File: config.mk
export PLATFORM = sky130hd
export DESIGN_NAME = kalman_sequencer
export DESIGN_NICKNAME = d
export VERILOG_FILES = /design/src/rtl/kalman_sequencer.sv
export SDC_FILE = /design/constraint.sdc
export NUM_CORES = 1
export LEC_CHECK = 0
export ABC_AREA = 1
export BUFFER_PORTS_ARGS = -buffer_cell sky130_fd_sc_hd__buf_2
export CORE_MARGIN = 2
export CORE_UTILIZATION = 25
export DETAILED_ROUTE_END_ITERATION = 8
export HOLD_SLACK_MARGIN = 0.08
export RECOVER_POWER = 100
export SETUP_SLACK_MARGIN = 0.2
export SLEW_MARGIN = 40
export SYNTH_ARGS = -nofsm -noshare
export SYNTH_HDL_FRONTEND = slang
export SYNTH_SLANG_ARGS = --single-unit
File: constraint.sdc
create_clock -name clk -period 3.2 [get_ports clk]
set_clock_uncertainty 0.1 [all_clocks]
set_input_delay 0.64 -clock clk [delete_from_list [all_inputs] [get_ports clk]]
set_output_delay 0.64 -clock clk [all_outputs]
set_load 0.02 [all_outputs]
File: src/rtl/kalman_sequencer.sv
// Sample FIFO + update scheduler between the SPI deserializer, kalman_filter and parallel_2_serial.
// Optional WAIT_KF watchdog is compiled in with `define SEQ_WATCHDOG_EN.
module kalman_sequencer #(
    parameter int DATA_W     = 16,
    parameter int FIFO_DEPTH = 4,
    parameter int CNT_W      = 8,
    parameter int TIMEOUT    = 1024
) (
    input  logic                            clk,
    input  logic                            rst_n,
    input  logic                            z_valid,
    input  logic [DATA_W-1:0]               z_in,
    output logic                            kf_start,
    output logic [DATA_W-1:0]               kf_z,
    input  logic                            kf_done,
    input  logic [DATA_W-1:0]               kf_x,
    input  logic                            tx_ready,
    output logic                            tx_start,
    output logic [DATA_W-1:0]               tx_data,
    output logic                            busy,
    output logic [$clog2(FIFO_DEPTH):0]     fifo_level,
    output logic                            overrun,
    output logic [CNT_W-1:0]                drop_cnt,
    output logic                            timeout_err,
    input  logic                            clr_err
);
    localparam int PTR_W = $clog2(FIFO_DEPTH);
    localparam int LVL_W = PTR_W + 1;

    typedef enum logic [1:0] {IDLE, START, WAIT_KF, SEND} state_t;

    state_t              state, state_nxt;
    logic [DATA_W-1:0]   mem [FIFO_DEPTH];
    logic [LVL_W-1:0]    wr_ptr, rd_ptr;
    logic [DATA_W-1:0]   result;
    logic                empty, full, push, pop, drop, capture, send, wd_expire;

    // Pointers carry one extra bit so full and empty are distinguishable.
    assign fifo_level = wr_ptr - rd_ptr;
    assign empty      = (wr_ptr == rd_ptr);
    assign full       = (fifo_level == LVL_W'(FIFO_DEPTH));
    assign push       = z_valid && (!full || pop);
    assign drop       = z_valid && full && !pop;
    assign busy       = (state != IDLE) || !empty;

    always_comb begin
        state_nxt = state;
        pop       = 1'b0;
        kf_start  = 1'b0;
        capture   = 1'b0;
        send      = 1'b0;
        case (state)
            IDLE: if (!empty) begin
                pop       = 1'b1;
                state_nxt = START;
            end
            START: begin
                kf_start  = 1'b1;
                state_nxt = WAIT_KF;
            end
            WAIT_KF: if (kf_done) begin
                capture   = 1'b1;
                state_nxt = SEND;
            end else if (wd_expire) begin
                state_nxt = IDLE;
            end
            SEND: if (tx_ready) begin
                send      = 1'b1;
                state_nxt = IDLE;
            end
            default: state_nxt = IDLE;
        endcase
    end

    always_ff @(posedge clk) begin
        if (push) mem[wr_ptr[PTR_W-1:0]] <= z_in;
    end

    always_ff @(posedge clk or negedge rst_n) begin
        if (!rst_n) begin
            state    <= IDLE;
            wr_ptr   <= '0;
            rd_ptr   <= '0;
            kf_z     <= '0;
            result   <= '0;
            tx_data  <= '0;
            tx_start <= 1'b0;
            overrun  <= 1'b0;
            drop_cnt <= '0;
        end else begin
            state    <= state_nxt;
            tx_start <= send;
            if (push) wr_ptr <= wr_ptr + LVL_W'(1);
            if (pop) begin
                rd_ptr <= rd_ptr + LVL_W'(1);
                kf_z   <= mem[rd_ptr[PTR_W-1:0]];
            end
            if (capture) result <= kf_x;
            if (send) tx_data <= result;
            // A drop in the same cycle as clr_err leaves a count of exactly one.
            if (drop) begin
                overrun  <= 1'b1;
                drop_cnt <= clr_err ? CNT_W'(1) :
                            (&drop_cnt) ? drop_cnt : drop_cnt + CNT_W'(1);
            end else if (clr_err) begin
                overrun  <= 1'b0;
                drop_cnt <= '0;
            end
        end
    end

`ifdef SEQ_WATCHDOG_EN
    localparam int WD_W = $clog2(TIMEOUT) + 1;
    logic [WD_W-1:0] wd_cnt;

    // Counter idles at zero outside WAIT_KF, so it is cleared on entry.
    always_ff @(posedge clk or negedge rst_n) begin
        if (!rst_n)                wd_cnt <= '0;
        else if (state != WAIT_KF) wd_cnt <= '0;
        else                       wd_cnt <= wd_cnt + WD_W'(1);
    end

    assign wd_expire = (state == WAIT_KF) && (wd_cnt == WD_W'(TIMEOUT - 1));

    always_ff @(posedge clk or negedge rst_n) begin
        if (!rst_n)                     timeout_err <= 1'b0;
        else if (wd_expire && !kf_done) timeout_err <= 1'b1;
        else if (clr_err)               timeout_err <= 1'b0;
    end
`else
    assign wd_expire   = 1'b0;
    assign timeout_err = 1'b0;
`endif

endmodule

Word level (Yosys, flattened, before mapping) --
Memories as Yosys holds them, arrays and structs flattened. A register that Yosys moved wholly into a read port is not among the register bits. Cells that the tools add are included.
Word-level totals: memory bits (read-only) 0, latch bits 0, memories 1, flip-flop bits (word level) 50, RAM bits 64
Memories:
- mem | words 4, width 16, rd ports 1, clocked after memory_dff 1, wr ports 1, line 33 | logic [DATA_W-1:0] mem [FIFO_DEPTH];
Cells by class: multiply operators 0, shifts and indexed selects 0, $lt $le $gt $ge 0, divide/modulo/power cells 0, equality and inequality tests 9, reduce and logical (&&, ||, !) cells 15, multiplexer cells 19, add/subtract/negate cells 4, bitwise operators 0
Operator list (count):
- two-way mux 8 bit | 4
- two-way mux 1 bit | 11
- adder 8 x 1 -> 8 bit (second input constant) | 1
- inequality test 2 bit (second input constant) | 4
- case mux 2 bit (4 select lines) | 1
- AND reduction 8 bit | 1
- adder 3 x 1 -> 3 bit (second input constant) | 2
- two-way mux 2 bit | 3
- equality test 2 bit (second input constant) | 2
- logical NOT 1 bit | 4
- nonzero test 2 bit | 2
- equality test 3 bit | 1
- equality test 3 bit (second input constant) | 1
- logical AND 1 bit | 3
- AND reduction 3 bit | 1
- subtractor 3 bit | 1
- equality test 2 x 1 -> 1 bit (second input constant) | 1
- logical NOT 2 bit | 1
- logical OR 1 bit | 2
- AND reduction 2 bit | 1

Depth between registers and ports, before layout --
Gate-level depths: netlist of the first run.
word-level depth 7, depth in mapped cells 13, gate-level depth less buffers 11

Worst setup path before layout of the first run --
OpenSTA, ideal clock, no wires.
path type flip-flop to flip-flop, start register rd_ptr[1], end memory mem[0][0], enable pin, arrival 2245 ps, path slack 467 ps, path buffers 2, data required time 2711 ps, cell stages (with the launch flop) 12, clock period less this slack 2733 ps, library setup time 389 ps, cell sequence dfrtp_1 buf_2 inv_2 buf_2 ha_1 nand2_1 inv_1 nand2_2 nand2_4 nand2_2 nand2_4 nor2_1
Between the ends: cells in the longest elaborated chain, start to end 7, elaborated cells on any way between the ends 10, those cells by class 1 x add/sub; 2 x eq/ne; 4 x mux; 3 x reduce/logical
RTL lines:
- start: declaration | line 34 | logic [LVL_W-1:0] wr_ptr, rd_ptr;
- start signal: assignment | line 95 | rd_ptr <= rd_ptr + LVL_W'(1);
- subtractor 3 bit / equality test 3 bit (equally long branches) | line 39, 40
- equality test 3 bit / two-way mux 1 bit (equally long branches) | line 41, 53
- logical NOT 1 bit / two-way mux 1 bit (equally long branches) | line 42, 52
- logical OR 1 bit (*) | line 42 | assign push = z_valid && (!full || pop);
- logical AND 1 bit (*) | line 42
- two-way mux 1 bit (*) | line 76 | if (push) mem[wr_ptr[PTR_W-1:0]] <= z_in;
- two-way mux 1 bit (not written as such) (*) | line 76
- end: declaration | line 33
Mark *: on every way between the ends. The rest lies on a longest branch, timed or not.

Worst setup path after layout of the first run --
start register rd_ptr[1], end output port busy
Between the ends: cells in the longest elaborated chain, start to end 3
RTL lines:
- equality test 3 bit | line 40 | assign empty = (wr_ptr == rd_ptr);
- logical NOT 1 bit
- logical OR 1 bit | line 44 | assign busy = (state != IDLE) || !empty;
- end: declaration | line 20 | output logic busy,
No other way between the ends.

==> summary.md, run 1 <==
| Metric | Value |
|---|---|
| Cell area after synthesis | 0.00551 sq mm |
| Top cells by area, synth | edfxtp_1 35%, dfrtp_1 30%, nor2_1 6.9% |
| Post-CTS sizing | 0 |
| First-pass GRT wire length | 19.5 mm |
| WP data required | 2460 ps |
| Post-Synth XOR/XNOR Area | 1.41% |
| Synth Area in Simple Gates | 15.9% |
| Final cell area excluding filler cells | 0.00668 sq mm |
| Area growth syn-to-layout | 21.3% |
| Met2 WL | 5.33 mm |
| CTS tree | done |
| Final Hold Fails | 0 |
| Tot GR Track Use | 10.8% |
| Hold path cells | 2 |
| Clock sink total | 130 |
| Max-cap viol count | 1 |
| Post-CTS Setup Inserts | 0 |
| Leak Pwr | 2.77 nW |
| Synth Warn # | 0 |
| FF-to-FF Start | rd_ptr[1]$_DFFE_PN0P_ |
| Netlist cell types | 38 |
| Setup TNS | 0 ps |
| Synth area leader | edfxtp_1 |
| Multi-input gate area | 0.00163 sq mm |
| Mean number of vias per cell | 4.15 |
| Minimum clock period | 2920 ps |
| Peak supply drop | 0.000504 V |
| Sequential power share | 37.7% |
| Crit path max fanout | 18 |
| Crit Path Category | flop to output port |
| Router iterations before antenna repair | 4 |
| CP Depth | 6 |
| Arr. time, crit path | 2180 ps |
| Uppermost layer routed | met4 |
| Largest family of logic cells by synthesized area | simple AND/OR/NAND/NOR gates |
| Core Box Area | 0.0218 sq mm |
| Worst Min Path Start | kf_x[1] |
| Max Fclk | 0.343 GHz |
| CP max stage delay | 460 ps |
| Total congestion overflow | 0 |
| Synth Area in Compound Gates | 8.15% |
| Hold Buf Count CTS | 0 |
| Max H-tree Level | 4 |
| Sequential area share after synthesis | 64.9% |
| Pwr Total | 6.81 mW |
| CP Launch Point | rd_ptr[1]$_DFFE_PN0P_ |
| Combinational group share of total power | 35.6% |
| Critical path, cell by cell | inv_1, ha_1, nand2_1, inv_1, nand3_1, clkbuf_1 |
| Max_slew headroom | -45.9% |
| Ports | 86 |
| #FFs+latches synth | 130 |
| Dpl hpwl | 7.97 mm |
| Drt initial violations | 234 |
| Slowest cell on the critical path | inv_1 |
| Cell mode on critical path | inv_1 |
| Share of layout cells above drive strength 1 | 15.3% |
| Syn Nets | 543 |
| Synth Area in Adders | 3.09% |
| Clock share of power | 26.7% |
| Final wirelength | 12.0 mm |
| Ant diodes | 0 |
| Drt drc | 0 |
| Status | finished, violations left |
| Worst setup SP type | flop |
| Psw | 2.63 mW |
| Die height | 152 um |
| Initial antenna violation count | 0 |
| Synth top area share | 34.9% |
| DR vias | 3656 |
| Number of antenna-violating nets in the routed design | 0 |
| Port Buffers | 84 |
| WL per Instance | 13.7 um |
| Multiplexer area fraction after synthesis | 1.43% |
| Clock Latency Late Sink | 420 ps |
| Routed wl met3 | 675 um |
| Fin nets | 638 |
| Commonest non-fill, non-tap cell in the layout | nor2_1 |
| Die X | 152 um |
| Clock Pin Slew Worst Setup and Hold Paths | 60 ps |
| Die area | 0.0232 sq mm |
| Vias in the first global route | 3616 |
| Hold WC Path Type | primary input to flop |
| Rows | 54 |
| Sequential cell area | 0.00357 sq mm |
| Routability cong. | 0.748 |
| CP delay by family, top | buffers and inverters |
| Final Max Tran Viols | 43 |
| FILL cells | 2261 |
| Most frequent cells in the layout | 103 x nor2_1, 67 x nand2_1, 66 x dfrtp_1 |
| Final core utilization | 30.7% |
| Sw frac | 38.6% |
| Clk root buf | clkbuf_16 |
| Placed Instance Area | 0.00625 sq mm |
| CTS max path bufs | 2 |
| Num CTS Buffers | 17 |
| Worst reg-to-reg path cell count | 10 |
| Final setup fails | 0 |
| Power per Cell Area | 1020 mW/mm^2 |
| Syn Inst Count | 492 |
| Largest net degree at the start of global routing | 43 |
| Int Pwr | 4.18 mW |
| Mean Syn Cell Area | 11.2 sq um |
| Starting Density | 25.3% |
| Tcrit/Tclk final | 91.1% |
| WL met1 | 5.84 mm |
| Crit path buf inv count | 3 |
| CP Capture Type | output port |
| Tightest Pin Transition | 2190 ps |
| Failing checks | max-capacitance violations, max-slew violations |
| RSZ-0062 raised after global routing | false |
==> path summary, 6_finish.rpt <==
path,endpoint,slack [ps]
setup / recovery,busy,280
hold / removal,result[1]$_DFFE_PN0P_,360
setup reg to reg,mem[3][1]$_DFFE_PP_,450
hold reg to reg,tx_data[15]$_DFFE_PN0P_,360
max in group asynchronous,kf_z[4]$_DFFE_PN0P_,890
min in group asynchronous,tx_data[0]$_DFFE_PN0P_,760
==> cell families (layout without fill, tap and decap cells) <==
kind of cell / after synthesis / count (layout)
other: 1 / 1
buffers and inverters: 61 / 169
DFF: 130 / 130
and+or+nand+nor: 199 / 199
AOI/OAI and AO/OA: 73 / 73
muxes: 7 / 7
adders and majority gates: 13 / 13
xor gates and xnor gates: 8 / 8
==> cell type report <==
cell class | instances | area share (%)
timing repair buffer | 95 | 6.08
sequential | 130 | 53.5
multi-input combinational | 301 | 24.3
clock buffer | 19 | 6.78
inverter | 42 | 2.47
clock inverter | 13 | 1.63
tap | 280 | 5.24
==> worst register-to-register path: cells and delay by family (launching register included) <==
family / cells / cell delay (ps)
buf+inv: 3 / 780
simple gates: 6 / 790
flops: 1 / 410
fa+ha+maj: 1 / 350
==> routing by layer <==
metal | vias up | global-route usage [%]
met5 | - | 0
li1 | 1833 | -
met1 | 1715 | 14.8
met3 | 16 | 2.90
met2 | 92 | 16.1
met4 | 0 | 4.63
==> through the flow <==
step / hold slack [ps] / std cells / setup WS, ps
floorplan: 244 / 492 / 467
global placement: 342 / 848 / 806
detailed placement: 347 / 848 / 774
CTS: 105 / 880 / 382
global route: 350 / 880 / 153
finish: 360 / 880 / 284
==> power by group through the flow <==
stage	clock (mW)	sequential (mW)	combinational, mW
2_1_floorplan	0	2.82	1.63
3_3_place_gp	0	2.58	2.57
3_5_place_dp	0	2.59	2.59
4_1_cts	1.86	2.56	2.61
5_1_grt	1.93	2.64	2.76
6_report	1.82	2.57	2.42
==> registers in the layout, summed over array words and instances, names as in the netlist <==
name and flops:
tx_data 16, rd_ptr 3, drop_cnt 8, result 16
overrun 1, state 2, kf_z 16, wr_ptr 3
mem 64, tx_start 1
==> synth_stat cells, drive strengths merged <==
master / count
clkbuf: 8
nand3b: 1
conb: 1
nand4: 5
clkinv: 2
nand3: 15
a21oi: 11
ha: 12
o21ai: 45
xnor2: 2
nor3: 2
inv: 40
edfxtp: 64
fa: 1
mux2: 7
buf: 11
nand2: 71
dfrtp: 66
a31oi: 16
nor2: 105
o22ai: 1
xor2: 6
No activity file was read; power rests on OpenSTA's default activity.
==> run 2: changes to the inputs <==
- CTS_BUF_LIST: not set -> sky130_fd_sc_hd__clkbuf_8 sky130_fd_sc_hd__clkbuf_16
- clock period: 3.2 -> 2.85 ns (I/O delays scaled with it)
==> run 2 against run 1 <==
The run now ends clean. Via count grew 1.3%. Sequential power increased by 12%. Sequential share of layout area fell by 0.54 points. First-iteration DRC count rose by 0.85%. Final cell count grew 0.57%. Combinational power up 16%.
==> summary.md, run 2 (synthesis results as in run 1) <==
| Metric | Value |
|---|---|
| Most frequent cells in the layout | 104 x nor2_1, 66 x nand2_1, 66 x dfrtp_1 |
| Die height | 152 um |
| Clock sink total | 130 |
| Dpl hpwl | 7.92 mm |
| Max H-tree Level | 4 |
| FILL cells | 2278 |
| Commonest non-fill, non-tap cell in the layout | nor2_1 |
| Crit path max fanout | 4 |
| Router iterations before antenna repair | 4 |
| GRT met1 Usage | 14.8% |
| Initial antenna violation count | 0 |
| Max Fclk | 0.383 GHz |
| Arr. time, crit path | 1940 ps |
| Peak supply drop | 0.000544 V |
| Port Buffers | 84 |
| Minimum clock period | 2610 ps |
| Ant diodes | 0 |
| Fin cells | 885 |
| DR vias | 3703 |
| CTS tree | done |
| Tcrit/Tclk final | 91.6% |
| Share of layout cells above drive strength 1 | 16.5% |
| RSZ-0062 raised after global routing | false |
| Setup TNS | 0 ps |
| Clock Pin Slew Worst Setup and Hold Paths | 60 ps |
| Final Max Tran Viols | 0 |
| Fin nets | 643 |
| Clock Latency Late Sink | 410 ps |
| Rows | 54 |
| Die X | 152 um |
| Max_slew headroom | 27.7% |
| First-pass GRT wire length | 19.6 mm |
| Drt initial violations | 236 |
| Status | finished clean |
| Hold WC Path Type | primary input to flop |
| M3 GR Usage | 3.58% |
| Core Box Area | 0.0218 sq mm |
| Busiest layer in global routing | met2 |
| Vias in the first global route | 3586 |
| Placed Cells | 848 |
| Worst setup SP type | flop |
| Number of antenna-violating nets in the routed design | 0 |
| Die area | 0.0232 sq mm |
| WP data required | 2180 ps |
| WL per Instance | 13.7 um |
| CTS max path bufs | 2 |
| Final Hold Fails | 0 |
| Max reg flops | 64 |
| Area growth syn-to-layout | 22.6% |
| Routability cong. | 0.732 |
| Mean number of vias per cell | 4.18 |
| Clk root buf | clkbuf_16 |
| Ports | 86 |
| Crit Path Category | flop to output port |
| Max-cap viol count | 0 |
| Final setup fails | 0 |
| Largest net degree at the start of global routing | 38 |
| Tightest Pin Transition | 1080 ps |
| Final wirelength | 12.1 mm |
| CP Capture Type | output port |
| Tot GR Track Use | 10.7% |
| Starting Density | 25.3% |
| Total congestion overflow | 0 |
| Met2 Resource Use GR | 16.1% |
| Drt drc | 0 |
| Leak Pwr | 2.79 nW |
| Power per Cell Area | 1150 mW/mm^2 |
| Num CTS Buffers | 17 |
==> run 2: cell types whose count changed in the layout (fill, tap and decap cells not counted), moves of 2 or more <==
cell,delta
clkinvlp_4,+2
clkinv_2,-3
buf_4,+7
inv_6,+2
nand2_2,+2
==> run 2: worst max-delay path: stages (launching register included) <==
cell and delay (ps):
dfrtp_1 380, inv_1 200, ha_4 180, fa_2 420
inv_1 110, clkbuf_1 240
==> run 2: cell type report <==
| cell class | instances | area [sq um] | share of cell area [%] |
|---|---|---|---|
| Clock inverter | 13 | 125 | 1.85 |
| Timing Repair Buffer | 100 | 455 | 6.74 |
| Inverter | 42 | 165 | 2.45 |
| Tap cell | 280 | 350 | 5.19 |
| Sequential cell | 130 | 3570 | 52.9 |
| Multi-Input combinational cell | 301 | 1630 | 24.1 |
| Clock buffer | 19 | 453 | 6.71 |
==> run 2: what timing repair did <==
action | in CTS | in global routing
hold buffers | 1 | 0
setup endpoints to repair | 1 | 1
hold endpoints to repair | 18 | 0
buffers inserted | 1 | 3
pin swaps | 0 | 2
resized for setup | 1 | 7
==> run 2: path summary, 6_finish.rpt <==
kind                       slack, ps  depth (start not counted)              startpoint                       to
max in group asynchronous        610                          3                   rst_n      kf_z[3]$_DFFE_PN0P_
hold / removal                   290                          2                 kf_x[2]    result[2]$_DFFE_PN0P_
setup / recovery                 240                          5   wr_ptr[0]$_DFFE_PN0P_            fifo_level[1]
hold reg to reg                  360                          2  result[15]$_DFFE_PN0P_  tx_data[15]$_DFFE_PN0P_
setup reg to reg                 310                          9   wr_ptr[0]$_DFFE_PN0P_     mem[1][12]$_DFFE_PP_
min in group asynchronous        780                          2                   rst_n   tx_data[2]$_DFFE_PN0P_
==> run 2: power by group <==
part	leakage [nW]	switching, mW	internal [mW]
combinational	1.14	1.90	0.895
clock	0.276	0.845	1.26
sequential	1.37	0.262	2.62
total	2.79	3.01	4.78
==> run 2: routing by layer <==
metal | up-vias | wire length (um)
li1 | 1836 | -
met1 | 1759 | 5840
met2 | 99 | 5500
met3 | 9 | 654
met4 | 0 | 107
met5 | - | 0
==> run 2: per-stage QoR <==
step | util [%] | area, sq um | worst slack (ps) | power [mW] | hold slack [ps]
floorplan | - | 5510 | 117 | 4.99 | 174
global placement | 28.7 | 6250 | 460 | 5.78 | 342
detailed placement | 28.7 | 6250 | 420 | 5.83 | 348
CTS | 31.5 | 6850 | 204 | 7.99 | 262
global route | 31.0 | 6750 | 134 | 8.38 | 267
finish | 31.0 | 6750 | 239 | 7.79 | 291
==> run 3: changes to the inputs <==
- clock period: 2.85 -> 2.35 ns (I/O delays scaled with it)
==> run 3 against run 2 <==
Worst setup slack worse by 210 ps. Critical path depth increased by 3. Sequential power rose by 21%. Cell area increased by 5.9%.
==> summary.md, run 3 (synthesis results as in run 1) <==
| Metric | Value |
|---|---|
| Status | finished clean |
| Fin nets | 659 |
| Starting Density | 25.3% |
| Tcrit/Tclk final | 98.9% |
| Dpl hpwl | 7.92 mm |
| CP Capture Type | output port |
| Critical path, cell by cell | inv_2, ha_4, fa_2, inv_2, nand3_2, nand2_2, inv_2, buf_6 |
| Clock sink total | 130 |
| Rows | 54 |
| First-pass GRT wire length | 20.2 mm |
| CTS tree | done |
| Power per Cell Area | 1450 mW/mm^2 |
| Port Buffers | 84 |
| Die area | 0.0232 sq mm |
| Worst setup SP type | flop |
| Drt drc | 0 |
| Initial antenna violation count | 0 |
| Core Box Area | 0.0218 sq mm |
| R2R Path End | mem[3][12]$_DFFE_PP_ |
| Final setup fails | 0 |
| Tightest Pin Transition | 981 ps |
| CP delay by family, top | adder cells |
| Crit Path Category | flop to output port |
| Worst setup path end | fifo_level[2] |
| Final Hold Fails | 0 |
| Tot GR Track Use | 11.1% |
| Die X | 152 um |
| Max_slew headroom | 34.6% |
| CP Depth | 8 |
| Ports | 86 |
| Area growth syn-to-layout | 29.8% |
| Mean number of vias per cell | 4.15 |
| Die height | 152 um |
| Crit path max fanout | 2 |
| WP data required | 1780 ps |
| RSZ-0062 raised after global routing | true |
| Max-cap viol count | 0 |
| Clock Pin Slew Worst Setup and Hold Paths | 50 ps |
| Cell mode on critical path | inv_2 |
| Commonest non-fill, non-tap cell in the layout | nor2_1 |
| FF-to-FF Start | wr_ptr[0]$_DFFE_PN0P_ |
| Final Max Tran Viols | 0 |
| Leak Pwr | 2.96 nW |
| Worst hold slack | 204 ps |
| Final wirelength | 12.5 mm |
| Share of layout cells above drive strength 1 | 22.2% |
| Final core utilization | 32.9% |
| Slowest cell on the critical path | dfrtp_1 |
| WL per Instance | 13.9 um |
| CTS max path bufs | 2 |
| Arr. time, crit path | 1750 ps |
| Largest net degree at the start of global routing | 67 |
| Hold WC Path Type | primary input to flop |
| Minimum clock period | 2320 ps |
| Max H-tree Level | 4 |
| Ant diodes | 0 |
| Router iterations before antenna repair | 4 |
| Routability cong. | 0.753 |
| Worst reg-to-reg path cell count | 13 |
| Drt initial violations | 219 |
| Max Fclk | 0.430 GHz |
| Number of antenna-violating nets in the routed design | 0 |
| Clock Latency Late Sink | 410 ps |
| DR vias | 3739 |
| Num CTS Buffers | 17 |
| CP max stage delay | 370 ps |
| Most frequent cells in the layout | 98 x nor2_1, 65 x dfrtp_1, 64 x edfxtp_1 |
| CP Launch Point | wr_ptr[0]$_DFFE_PN0P_ |
| FF-to-FF setup slack | 40 ps |
| Total congestion overflow | 0 |
| Pwr Total | 10.3 mW |
| Peak supply drop | 0.000692 V |
| Crit path buf inv count | 4 |
| Clk root buf | clkbuf_16 |
| Vias in the first global route | 3758 |
| Max reg flops | 64 |
-- run 3: cell count changes in the layout (fill, tap and decap cells not counted), sizes merged --
cell	previous run	this run
buf	32	49
bufinv	1	4
clkbuf	86	83
clkinvlp	3	0
clkinv	6	8
-- run 3: timing repair --
action                                 CTS  global route
pin swaps                               17            12
resized for setup                       23             5
hold buffers                             1             0
endpoints found under the hold margin   66             0
setup endpoints to repair               67            77
setup buffers                           10             7
cloned                                   0             1
-- run 3: final cells by class --
type / count / area [sq um]
well taps: 280 / 350
multi-input cells: 301 / 1770
repair buffers: 116 / 683
clock buffers: 17 / 425
fillers: 2235 / 14600
flip-flops and latches: 130 / 3570
clock inverters: 15 / 178
inverters: 42 / 168
-- run 3: power breakdown --
group | internal [mW] | switching, mW
Combinational | 1.59 | 2.58
Sequential | 3.18 | 0.303
Clock | 1.75 | 0.941
-- run 3: worst reg2reg max path: cells and delay by family, from the launching register on --
kind,cells,cell delay [ps]
DFF,1,370
and+or+nand+nor,6,550
buffers and inverters,5,500
adders and majority gates,2,510
-- run 3: stage by stage --
step / setup WS [ps] / setup TNS, ps / std cells / area (sq um)
after floorplan: 174 / 0 / 492 / 5590
after global routing: -52.4 / -603 / 901 / 7150
final: 26.4 / 0 / 901 / 7150
after detailed placement: 119 / 0 / 850 / 6390
after CTS: -16.1 / -16.1 / 893 / 7170
after global placement: 165 / 0 / 850 / 6390
-- run 3: how the worst min path moves through the flow --
stage                                startpoint                       to  slack (ps)  cells past startpoint
after floorplan                           rst_n  drop_cnt[0]$_DFFE_PN0P_          70                      0
after detailed placement  result[4]$_DFFE_PN0P_   tx_data[4]$_DFFE_PN0P_         350                      2
final                                   kf_x[0]    result[0]$_DFFE_PN0P_         200                      2
after global placement    result[2]$_DFFE_PN0P_   tx_data[2]$_DFFE_PN0P_         340                      2
after global routing                    kf_x[0]    result[0]$_DFFE_PN0P_         190                      2
after CTS                              z_in[14]     mem[3][14]$_DFFE_PP_         160                      1
-- run 3: per-layer routing --
metal | share of wire, % | routed length [um] | track usage [%]
met5 | 0 | 0 | 0
met1 | 46 | 5760 | 14.3
met2 | 46 | 5800 | 17.8
met4 | 1.5 | 189 | 3.84
met3 | 5.8 | 726 | 3.33
